==> src/rtl/accumulate_dump_pkg.sv <==
// ---------------------------------------------------------------------------
// accumulate_dump_pkg : shared state encoding and accumulator width helper
// Rev 1.0
// ---------------------------------------------------------------------------
`default_nettype none
`timescale 1ns/1ps

package accumulate_dump_pkg;

  typedef enum logic {
    ACCDUMP_EMPTY   = 1'b0,
    ACCDUMP_FILLING = 1'b1
  } accdump_state_e;

  // A block of 2^n_log full-scale samples needs exactly n_log guard bits.
  function automatic int accdump_acc_width(input int width, input int n_log);
    return width + n_log;
  endfunction

endpackage

`default_nettype wire

==> src/rtl/accdump_scale.sv <==
// ---------------------------------------------------------------------------
// accdump_scale : block sum -> block mean (floor, or round-half-up + saturate
//                 when ACCDUMP_ROUND_EN is defined). Rev 1.0
// ---------------------------------------------------------------------------
`default_nettype none
`timescale 1ns/1ps

module accdump_scale
  import accumulate_dump_pkg::*;
#(
  parameter int WIDTH = 16,
  parameter int N_LOG = 4
) (
  input  logic signed [accdump_acc_width(WIDTH, N_LOG)-1:0] sum_i,
  output logic signed [WIDTH-1:0]                           data_o
);

  localparam int AW = accdump_acc_width(WIDTH, N_LOG);

`ifdef ACCDUMP_ROUND_EN
  localparam logic signed [AW:0]       HALF  = {{AW{1'b0}}, 1'b1} << (N_LOG - 1);
  localparam logic signed [WIDTH-1:0] MAX_V = {1'b0, {(WIDTH-1){1'b1}}};
  localparam logic signed [WIDTH-1:0] MIN_V = {1'b1, {(WIDTH-1){1'b0}}};

  logic signed [AW:0] rounded;
  logic signed [AW:0] shifted;
  logic               sat_hi;
  logic               sat_lo;

  // One extra bit so adding the half-LSB cannot wrap the largest positive sum.
  assign rounded = {sum_i[AW-1], sum_i} + HALF;
  assign shifted = rounded >>> N_LOG;
  assign sat_hi  = ~shifted[AW] & (|shifted[AW-1:WIDTH-1]);
  assign sat_lo  =  shifted[AW] & ~(&shifted[AW-1:WIDTH-1]);
  assign data_o  = sat_hi ? MAX_V : (sat_lo ? MIN_V : shifted[WIDTH-1:0]);
`else
  logic signed [AW-1:0] shifted;
  logic                 unused_hi;

  assign shifted   = sum_i >>> N_LOG;
  assign data_o    = shifted[WIDTH-1:0];
  assign unused_hi = ^shifted[AW-1:WIDTH];
`endif

endmodule

`default_nettype wire

==> src/rtl/accumulate_dump.sv <==
// ---------------------------------------------------------------------------
// accumulate_dump : integrate-and-dump of 2^N_LOG signed products to their
//                   mean. Optional rounding via ACCDUMP_ROUND_EN. Rev 1.0
// ---------------------------------------------------------------------------
`default_nettype none
`timescale 1ns/1ps

module accumulate_dump
  import accumulate_dump_pkg::*;
#(
  parameter int WIDTH  = 16,
  parameter int MWIDTH = 1,
  parameter int N_LOG  = 4
) (
  input  logic                     clk,
  input  logic                     rst_n,
  input  logic signed [WIDTH-1:0]  in_data,
  input  logic                     in_nd,
  input  logic        [MWIDTH-1:0] in_m,
  input  logic                     in_first,
  output logic signed [WIDTH-1:0]  out_data,
  output logic                     out_nd,
  output logic        [MWIDTH-1:0] out_m,
  output logic                     error
);

  localparam int             AW        = accdump_acc_width(WIDTH, N_LOG);
  localparam logic [N_LOG:0] BLOCK_LEN = {1'b1, {N_LOG{1'b0}}};
  localparam logic [N_LOG:0] ONE       = {{N_LOG{1'b0}}, 1'b1};

  accdump_state_e       state_q;
  logic [N_LOG:0]       count_q;
  logic [N_LOG:0]       count_d;
  logic signed [AW-1:0] acc_q;
  logic signed [AW-1:0] sum_d;
  logic signed [AW-1:0] in_ext;
  logic [MWIDTH-1:0]    m_hold_q;
  logic [MWIDTH-1:0]    m_d;
  logic                 start;
  logic                 realign;
  logic                 dump;
  logic signed [WIDTH-1:0] scaled;

  assign in_ext = {{N_LOG{in_data[WIDTH-1]}}, in_data};

  // A forced start behaves exactly like a start from EMPTY, so one path serves both.
  always_comb begin
    realign = in_first && (state_q == ACCDUMP_FILLING);
    start   = (state_q == ACCDUMP_EMPTY) || in_first;
    sum_d   = start ? in_ext : (acc_q + in_ext);
    count_d = start ? ONE : (count_q + ONE);
    m_d     = start ? in_m : m_hold_q;
    dump    = in_nd && (count_d == BLOCK_LEN);
  end

  accdump_scale #(
    .WIDTH (WIDTH),
    .N_LOG (N_LOG)
  ) u_scale (
    .sum_i  (sum_d),
    .data_o (scaled)
  );

  always_ff @(posedge clk or negedge rst_n) begin
    if (!rst_n) begin
      state_q  <= ACCDUMP_EMPTY;
      count_q  <= '0;
      acc_q    <= '0;
      m_hold_q <= '0;
      out_data <= '0;
      out_nd   <= 1'b0;
      out_m    <= '0;
      error    <= 1'b0;
    end else begin
      out_nd <= 1'b0;
      if (in_nd) begin
        if (realign) begin
          error <= 1'b1;
        end
        if (dump) begin
          out_data <= scaled;
          out_m    <= m_d;
          out_nd   <= 1'b1;
          state_q  <= ACCDUMP_EMPTY;
          count_q  <= '0;
          acc_q    <= '0;
        end else begin
          acc_q    <= sum_d;
          count_q  <= count_d;
          m_hold_q <= m_d;
          state_q  <= ACCDUMP_FILLING;
        end
      end
    end
  end

endmodule

`default_nettype wire

==> config.mk <==
export PLATFORM = sky130hd
export DESIGN_NAME = accumulate_dump
export DESIGN_NICKNAME = d
export VERILOG_FILES = /design/src/rtl/accumulate_dump_pkg.sv /design/src/rtl/accdump_scale.sv /design/src/rtl/accumulate_dump.sv
export SDC_FILE = /design/constraint.sdc
export NUM_CORES = 1
export LEC_CHECK = 0
export ABC_AREA = 1
export CAP_MARGIN = 20
export CELL_PAD_IN_SITES_DETAIL_PLACEMENT = 1
export CELL_PAD_IN_SITES_GLOBAL_PLACEMENT = 2
export CORE_ASPECT_RATIO = 0.5
export CORE_MARGIN = 2
export CORE_UTILIZATION = 30
export DETAILED_ROUTE_END_ITERATION = 10
export GPL_TIMING_DRIVEN = 0
export PLACE_DENSITY_LB_ADDON = 0.1
export REMOVE_ABC_BUFFERS = 1
export SLEW_MARGIN = 20
export SYNTH_ARGS = -nofsm -noshare
export SYNTH_HDL_FRONTEND = slang
export SYNTH_HIERARCHICAL = 1
export SYNTH_SLANG_ARGS = --single-unit
==> constraint.sdc <==
create_clock -name clk -period 3.95 [get_ports clk]
set_clock_uncertainty 0.1 [all_clocks]
set_input_delay 0.5925 -clock clk [delete_from_list [all_inputs] [get_ports clk]]
set_output_delay 0.5925 -clock clk [all_outputs]
set_load 0.01 [all_outputs]
; Yosys cells after proc, flatten, opt, wreduce, memory -nomap -nowiden
; Index checks and enable logic that the tools add are counted.
; W data, S select, Z words.
[classes]
add_sub_neg = 2
mul = 0
n_div = 0
n_lt_le_gt_ge = 0
eq_ne = 1
shift = 0
muxes = 8
n_bitwise = 2
n_reduce_logical = 6
[op_table]
columns = op, count
row1 = $mux W20, 2
row2 = $add A20 B16 Y20, 1
row3 = $mux W5, 2
row4 = $reduce_and A2 Y1, 3
row5 = $add A5 B1 Y5 const B, 1
row6 = $eq A5 B5 Y1 const B, 1
row7 = $mux W1, 4
row8 = $logic_and A1 B1 Y1, 2
row9 = $not A1 Y1, 2
row10 = $logic_or A1 B1 Y1, 1
[word_totals]
regBits = 46
latchBits = 0
ram_bits = 0
romBits = 0
out_inout_bits = 19
wordCells = 27
mem_count = 0

; Longest topological paths before layout
; Gate-level depths: netlist (run 1).
[logic_depth]
depth_word = 7
depth_mapped = 15
ltp_nobuf = 14

; Hierarchy
; The synthesis (run 1) kept the hierarchy.
[by_module_without_submodules]
columns = mod, instances, cells_per_inst, area_per_inst_um2, seq_area_each_um2
row1 = accumulate_dump, 1, 477, 3264.4, 1151.1
row2 = accdump_scale, 1, 16, 120.1, 0.0

; Worst setup path after synthesis (run 1)
; No wires, ideal clock.
[synth_timing]
path_kind = input -> register
start = input port in_data[0]
end = register out_data[8]
setup_time_ns = 0.123
t_arrival_ns = 2.123
required_time_ns = 3.727
setup_slack_ns = 1.604
cell_stages = 14
n_path_buf = 1
path_cell_list = ha_1 fa_1 nand2_1 nand3_1 nand3_1 nand2_1 nand2_1 nand2_1 nand2_1 nand3_1 and2_1 buf_4 nand2_1 nand2_1
[synth_via]
elab_chain_cells = 2
[synth_rtl]
columns = item, line
row1 = "start, declared", accumulate_dump.sv:17  ; input logic signed [WIDTH-1:0] in_data,
row2 = $add A20 B16 Y20, accumulate_dump.sv:50  ; sum_d = start ? in_ext : (acc_q + in_ext);
row3 = $mux W20, accumulate_dump.sv:50
row4 = net sum_d[12], accumulate_dump.sv:35  ; logic signed [AW-1:0] sum_d;
row5 = "end signal, assigned", accumulate_dump.sv:81  ; out_data <= scaled;
row6 = "end, declared", accumulate_dump.sv:21  ; output logic signed [WIDTH-1:0] out_data,
; The timed path passes the listed nets, and every way through them passes these cells.
; A chain may end at the register's enable or synchronous reset.

; Final worst setup path (run 1)
[layout_timing]
start = input port in_first
end = register acc_q[10]
[layout_via]
elab_chain_cells = 5
elab_cells_between_ends = 6
[layout_rtl]
columns = item, line
row1 = "start, declared", accumulate_dump.sv:20  ; input logic in_first,
row2 = $logic_or A1 B1 Y1 (*), accumulate_dump.sv:49  ; start = (state_q == ACCDUMP_EMPTY) || in_first;
row3 = $mux W5, accumulate_dump.sv:51  ; count_d = start ? ONE : (count_q + ONE);
row4 = $eq A5 B5 Y1, accumulate_dump.sv:53  ; dump = in_nd && (count_d == BLOCK_LEN);
row5 = $logic_and A1 B1 Y1, accumulate_dump.sv:53
row6 = $mux W20 (*), accumulate_dump.sv:80  ; if (dump) begin
row7 = "end signal, assigned", accumulate_dump.sv:88  ; acc_q <= sum_d;
row8 = "end, declared", accumulate_dump.sv:34  ; logic signed [AW-1:0] acc_q;
; Every way passes the cells marked *; elsewhere a longest branch is shown, timed or not.

==> impl_metrics.csv, run 1 <==
group,metric,value,unit
routing,post_drt_wl_per_cell,14.3,um
global_routing,grt-ovfl-total,0,
clocking,cts-buffers-inserted,5,
synth,synth_area,3380,um2
worst_setup_path,critPathSlowestCell,"nand2_1",
synth,synth-warning-count,6,
routing,drt-initial-drc-count,89,
synth,synth-seq-cells,46,
routing,vias,3035,
worst_setup_path,path_max_fanout,24,
global_routing,grt_pass1_vias,3167,
placement,preCtsSetupSlack,-0.363,ns
floorplan,core_region_area,11000,um2
synth,yosysSeqAreaShare,0.340,
clocking,cts_tree,"done",
sta,final_max_slew_viol_count,0,
sta,tightest_slew,0.839,ns
floorplan,die_w,154,um
placement,io_buffers,39,
final_layout,regArea,1150,um2
routing,postRouteAntennaNets,0,
final_layout,stdcell_count,657,
placement,dp.cells,649,
clocking,clk-insertion-delay-late,0.29,ns
final_layout,diodes,0,
final_layout,n_fill_cell,1386,
sta,relSlewSlack,0.439,
worst_setup_path,worstPathBufferInverterCount,4,
hold_path,hold_path_class,"in2async",
sta,period_minus_slack,3.46,ns
sta,grt_setup_unrepaired,"no",
sta,max_freq,0.289,GHz
sta,hold_viol,0,
final_layout,multi_input_area,1870,um2
synth,postSynthCellCount,493,
final_layout,drive_above_1_share,0.0469,
clocking,clockBufferDepth,2,
final_layout,area_delta_synth_final,16.3,%
sta,setup_ws,0.488,ns
routing,vias_per_cell,4.62,
clocking,cts.sinks,46,
clocking,clkTransAtPathRegs,0.07,ns
global_routing,grt_usage,0.166,
worst_setup_path,setup.worst_path.end_class,"flop",
global_routing,grt_max_degree,47,
final_layout,fin_util,0.359,
floorplan,core.rowCount,27,
clocking,cts_max_level,2,
global_routing,grt_pass1_wl,15.9,mm
placement,gp_congestion,0.795,
sta,finalCritPeriodShare,0.876,
floorplan,dieArea,12200,um2
floorplan,fp.dieH,79.1,um
power_and_ir_drop,p_leak,2.10,nW
clocking,cts_setup_buffers,0,
global_routing,antenna_found_initial,0,
worst_setup_path,critPathMaxStageDelay,0.61,ns
placement,dp_hpwl,7.08,mm
sta,setup-tns-final,0,ns
floorplan,io_pins,40,
routing,post-route-drc-count,0,
clocking,post_cts_resized,1,
clocking,clockRootBuffer,"clkbuf_16",
clocking,hold_buffers,0,
worst_setup_path,crit_chain,"clkdlybuf4s50_1 > inv_1 > nand2_1 > clkinv_2 > nand3_2 > nor3_2 > nand2_4 > nand2_4 > inv_2 > o211ai_1 > nand2_1",
worst_setup_path,worstPathArrival,3.59,ns
worst_setup_path,cp.required,4.08,ns
routing,firstDrtPassIters,4,
final_layout,final_nets,553,
synth,yosysUniqueCellTypes,35,
floorplan,start_util,0.308,
sta,finalSetupViolCount,0,
synth,avgSynthCellArea,6.87,um2
power_and_ir_drop,powerDensity,392,nW/um2
worst_setup_path,path_class,"in2reg",
worst_setup_path,startpoint_type,"input pin",
worst_setup_path,cp_top_family,"buffers and inverters",
status,outcome,"completed",
flow_run,cap_viol_max_count,0,
routing,wirelength,9.37,mm
power_and_ir_drop,ir_drop,0.000176,V
==> cell usage in the layout, fill, tap and decap left out, types with 3 or more instances in the layout <==
| cell type | synthesis | final |
|---|---|---|
| ha_1 | 20 | 20 |
| nand3_1 | 35 | 35 |
| o21ai_0 | 31 | 31 |
| nand2_1 | 198 | 198 |
| or2_2 | 4 | 4 |
| xnor2_1 | 4 | 4 |
| and2_1 | 7 | 7 |
| inv_1 | 45 | 45 |
| dfrtp_1 | 46 | 46 |
| xor2_1 | 3 | 3 |
| a22o_1 | 5 | 5 |
| nor2_1 | 25 | 25 |
| clkbuf_16 | 0 | 5 |
| a21oi_1 | 16 | 16 |
| clkdlybuf4s50_1 | 0 | 38 |
==> sequential cells by signal, summed over array words and instances (netlist names) <==
register and cells:
out_m 1, out_data 16, out_nd 1, acc_q 20, error 1, state_q 1
count_q 5, m_hold_q 1
==> cell type report <==
type,instances,area share
clock buffers,5,0.0318
clock inverters,3,0.0111
inverters,48,0.0461
multi-input cells,371,0.474
flip-flops and latches,46,0.292
well taps,145,0.0461
repair buffers,39,0.0985
==> routing by layer <==
layer	wire length [um]	GRT usage	vias up
li1	-	-	1587
met1	5150	0.241	1412
met2	3860	0.258	31
met3	298	0.0328	5
met4	60	0.0308	0
met5	0	0	-
==> power breakdown <==
group	switching (mW)	internal, mW	total (mW)
logic	0.319	0.189	0.508
clock network	0.198	0.300	0.498
registers	0.0249	0.510	0.535
==> Yosys cell counts <==
cell type  instances  area share
nand2_1          198        0.22
dfrtp_1           46        0.34
inv_1             45       0.050
nand3_1           35       0.052
o21ai_0           31       0.046
nor2_1            25       0.028
ha_1              20       0.074
buf_4             18       0.040
a21oi_1           16       0.024
clkbuf_1           8      0.0089
and2_1             7       0.013
a22o_1             5       0.013
or2_2              4      0.0074
xnor2_1            4       0.010
xor2_1             3      0.0078
buf_6              2      0.0067
inv_2              2      0.0022
nand2_4            2      0.0067
nand3b_1           2      0.0044
nand4_1            2      0.0037
o211ai_1           2      0.0044
o21a_1             2      0.0044
o21bai_1           2      0.0044
a31o_2             1      0.0026
clkinv_1           1      0.0011
fa_1               1      0.0059
nand3_2            1      0.0030
nor2_2             1      0.0018
nor2_4             1      0.0033
nor3_1             1      0.0015
nor3_2             1      0.0030
nor3b_1            1      0.0022
o21ai_1            1      0.0015
o21ai_2            1      0.0026
o22ai_1            1      0.0018
==> worst reg2reg max path: stages, from the launching register on <==
cell      delay [ns]
dfrtp_1         0.40
nand2_1         0.63
clkinv_2        0.60
nand3_2         0.25
nor3_2          0.07
nand2_4         0.23
nand2_4         0.09
inv_2           0.37
o211ai_1        0.18
nand2_1         0.09
==> stage by stage <==
stage	cell area, um2	hold slack (ns)	power (mW)
after floorplan	3200	0.197	0.901
after global placement	3770	0.354	1.06
after detailed placement	3770	0.364	1.06
after CTS	3940	0.244	1.57
after global routing	3940	0.261	1.67
final	3940	0.211	1.54
==> logic make-up after synthesis <==
family / after synthesis / synth area share
simple gates: 281 / 0.349
buf+inv: 76 / 0.109
compound gates: 62 / 0.104
flops: 46 / 0.340
fa+ha+maj: 21 / 0.0799
xor+xnor: 7 / 0.0181
==> final timing paths <==
kind	from	end	slack, ns	cells past startpoint
min in group clk	error$_DFFE_PN0P_	error$_DFFE_PN0P_	0.37	1
max	in_first	acc_q[10]$_DFFE_PN0P_	0.49	11
min	rst_n	out_data[10]$_DFFE_PN0P_	0.21	1
max reg2reg	state_q$_DFFE_PN0P_	acc_q[10]$_DFFE_PN0P_	0.89	9
max in group asynchronous	rst_n	acc_q[7]$_DFFE_PN0P_	3.11	1
min reg2reg	error$_DFFE_PN0P_	error$_DFFE_PN0P_	0.37	1
Note: power is estimated with default switching activity, not from simulation.
==> inputs of run 2 (changes only) <==
ABC_CLOCK_PERIOD_IN_PS = 3950   (was default)
SKIP_CTS_REPAIR_TIMING = 1   (was default)
==> impl_metrics.csv, run 2 (same netlist as run 1, synthesis figures left out) <==
group,metric,value,unit
worst_setup_path,worstPathArrival,3.65,ns
placement,dp_hpwl,7.08,mm
sta,relSlewSlack,0.361,
final_layout,final_nets,554,
placement,gp_congestion,0.795,
routing,postRouteAntennaNets,0,
worst_setup_path,reg2reg_slack,0.83,ns
global_routing,grt-ovfl-total,0,
sta,tightest_slew,0.956,ns
power_and_ir_drop,p_leak,2.09,nW
worst_setup_path,path_class,"in2reg",
final_layout,largest_reg_flops,20,
placement,placed_cell_area,3770,um2
final_layout,drive_above_1_share,0.0487,
routing,vias_per_cell,4.62,
global_routing,antenna_found_initial,0,
floorplan,dieArea,12200,um2
hold_path,hold_path_class,"in2async",
power_and_ir_drop,ir_drop,0.000176,V
worst_setup_path,critPathMaxStageDelay,0.69,ns
power_and_ir_drop,switchingPower,0.543,mW
floorplan,die_w,154,um
worst_setup_path,setup.worst_path.end_class,"flop",
flow_run,cap_viol_max_count,0,
clocking,clockRootBuffer,"clkbuf_16",
worst_setup_path,startpoint,"in_first",
sta,max_freq,0.284,GHz
global_routing,grt_max_degree,47,
floorplan,core.rowCount,27,
power_and_ir_drop,finalPower,1.54,mW
clocking,clkTransAtPathRegs,0.07,ns
clocking,cts_max_level,2,
sta,hold_viol,0,
routing,drt-initial-drc-count,78,
worst_setup_path,path_max_fanout,23,
sta,finalCritPeriodShare,0.891,
routing,wirelength,9.52,mm
power_and_ir_drop,netSwitchingFraction,0.352,
power_and_ir_drop,power_frac_seq,0.347,
floorplan,fp.dieH,79.1,um
sta,finalSetupViolCount,0,
worst_setup_path,startpoint_type,"input pin",
final_layout,design_area,3940,um2
sta,grt_setup_unrepaired,"no",
worst_setup_path,crit_chain,"clkdlybuf4s50_1 > inv_1 > nand2_1 > clkinvlp_4 > nand3_2 > nor3_2 > nand2_4 > nand2_4 > inv_2 > o211ai_1 > nand2_1",
floorplan,io_pins,40,
routing,post-route-drc-count,0,
final_layout,regMostFlops,"acc_q",
routing,post_drt_wl_per_cell,14.5,um
clocking,clockBufferDepth,2,
placement,preCtsSetupSlack,-0.363,ns
sta,setup_ws,0.430,ns
final_layout,layout_common_cells,"nand2_1 (198), dfrtp_1 (46), inv_1 (45)",
clocking,cts.sinks,46,
floorplan,start_util,0.308,
power_and_ir_drop,internal_power,0.999,mW
final_layout,final_common_cell,"nand2_1",
power_and_ir_drop,powerDensity,391,nW/um2
sta,setup-tns-final,0,ns
worst_setup_path,critPathSlowestCell,"nand2_1",
placement,io_buffers,39,
global_routing,grt_pass1_vias,3167,
final_layout,top_regs,"acc_q (20), out_data (16), count_q (5)",
power_and_ir_drop,clock_power_share,0.322,
worst_setup_path,r2r_cells,9,
clocking,clk-insertion-delay-late,0.29,ns
global_routing,grt_pass1_wl,15.9,mm
status,outcome,"completed",
global_routing,grt_usage,0.166,
floorplan,core_region_area,11000,um2
clocking,cts-buffers-inserted,5,
sta,period_minus_slack,3.52,ns
routing,firstDrtPassIters,4,
final_layout,diodes,0,
worst_setup_path,worstReg2RegStart,"state_q$_DFFE_PN0P_",
routing,vias,3038,
final_layout,area_delta_synth_final,16.5,%
clocking,cts_tree,"done",
power_and_ir_drop,pwr-share-comb,0.331,
sta,final_max_slew_viol_count,0,
worst_setup_path,r2r_end,"acc_q[10]$_DFFE_PN0P_",
worst_setup_path,cp.required,4.08,ns
run 2: layout make-up:
| type | count | area [um2] |
|---|---|---|
| Fill cell | 1383 | 7040 |
| Multi-Input combinational cell | 371 | 1870 |
| Sequential cell | 46 | 1150 |
| Timing Repair Buffer | 39 | 388 |
| Inverter | 48 | 184 |
| Tap cell | 145 | 181 |
| Clock buffer | 5 | 125 |
| Clock inverter | 3 | 43.8 |
| Timing Repair inverter | 1 | 5.00 |
run 2: through the flow:
stage                     hold slack [ns]  cells   util
after global placement              0.354    649  0.343
after floorplan                     0.197    465      -
final                               0.211    658  0.359
after CTS                           0.244    657  0.358
after detailed placement            0.364    649  0.343
after global routing                0.261    658  0.359
run 2: per-layer routing:
metal / wire, um / up-vias / global-route usage
met5: 0 / - / 0
met4: 60 / 0 / 0.0308
met3: 280 / 5 / 0.0328
met2: 3940 / 26 / 0.258
met1: 5250 / 1420 / 0.241
li1: - / 1587 / -
run 2: critical path: cells and delay by family:
| family | cells | cell delay [ns] |
|---|---|---|
| AND/OR/NAND/NOR | 6 | 1.38 |
| AO/OA/AOI/OAI | 1 | 0.17 |
| buffers and inverters | 4 | 1.49 |
run 2: how the worst max path moves through the flow:
stage                             to  cells after the start
2_1_floorplan  acc_q[10]$_DFFE_PN0P_                     10
3_3_place_gp   acc_q[10]$_DFFE_PN0P_                     11
3_5_place_dp   acc_q[10]$_DFFE_PN0P_                     11
4_1_cts        acc_q[10]$_DFFE_PN0P_                     11
5_1_grt        acc_q[10]$_DFFE_PN0P_                     11
6_report       acc_q[10]$_DFFE_PN0P_                     11
run 2: power by group through the flow:
stage                     clock, mW  combinational [mW]  sequential, mW
after global routing          0.530               0.597           0.541
after global placement            0               0.513           0.544
after CTS                     0.513               0.519           0.536
after detailed placement          0               0.517           0.544
after floorplan                   0               0.363           0.539
final                         0.497               0.510           0.535
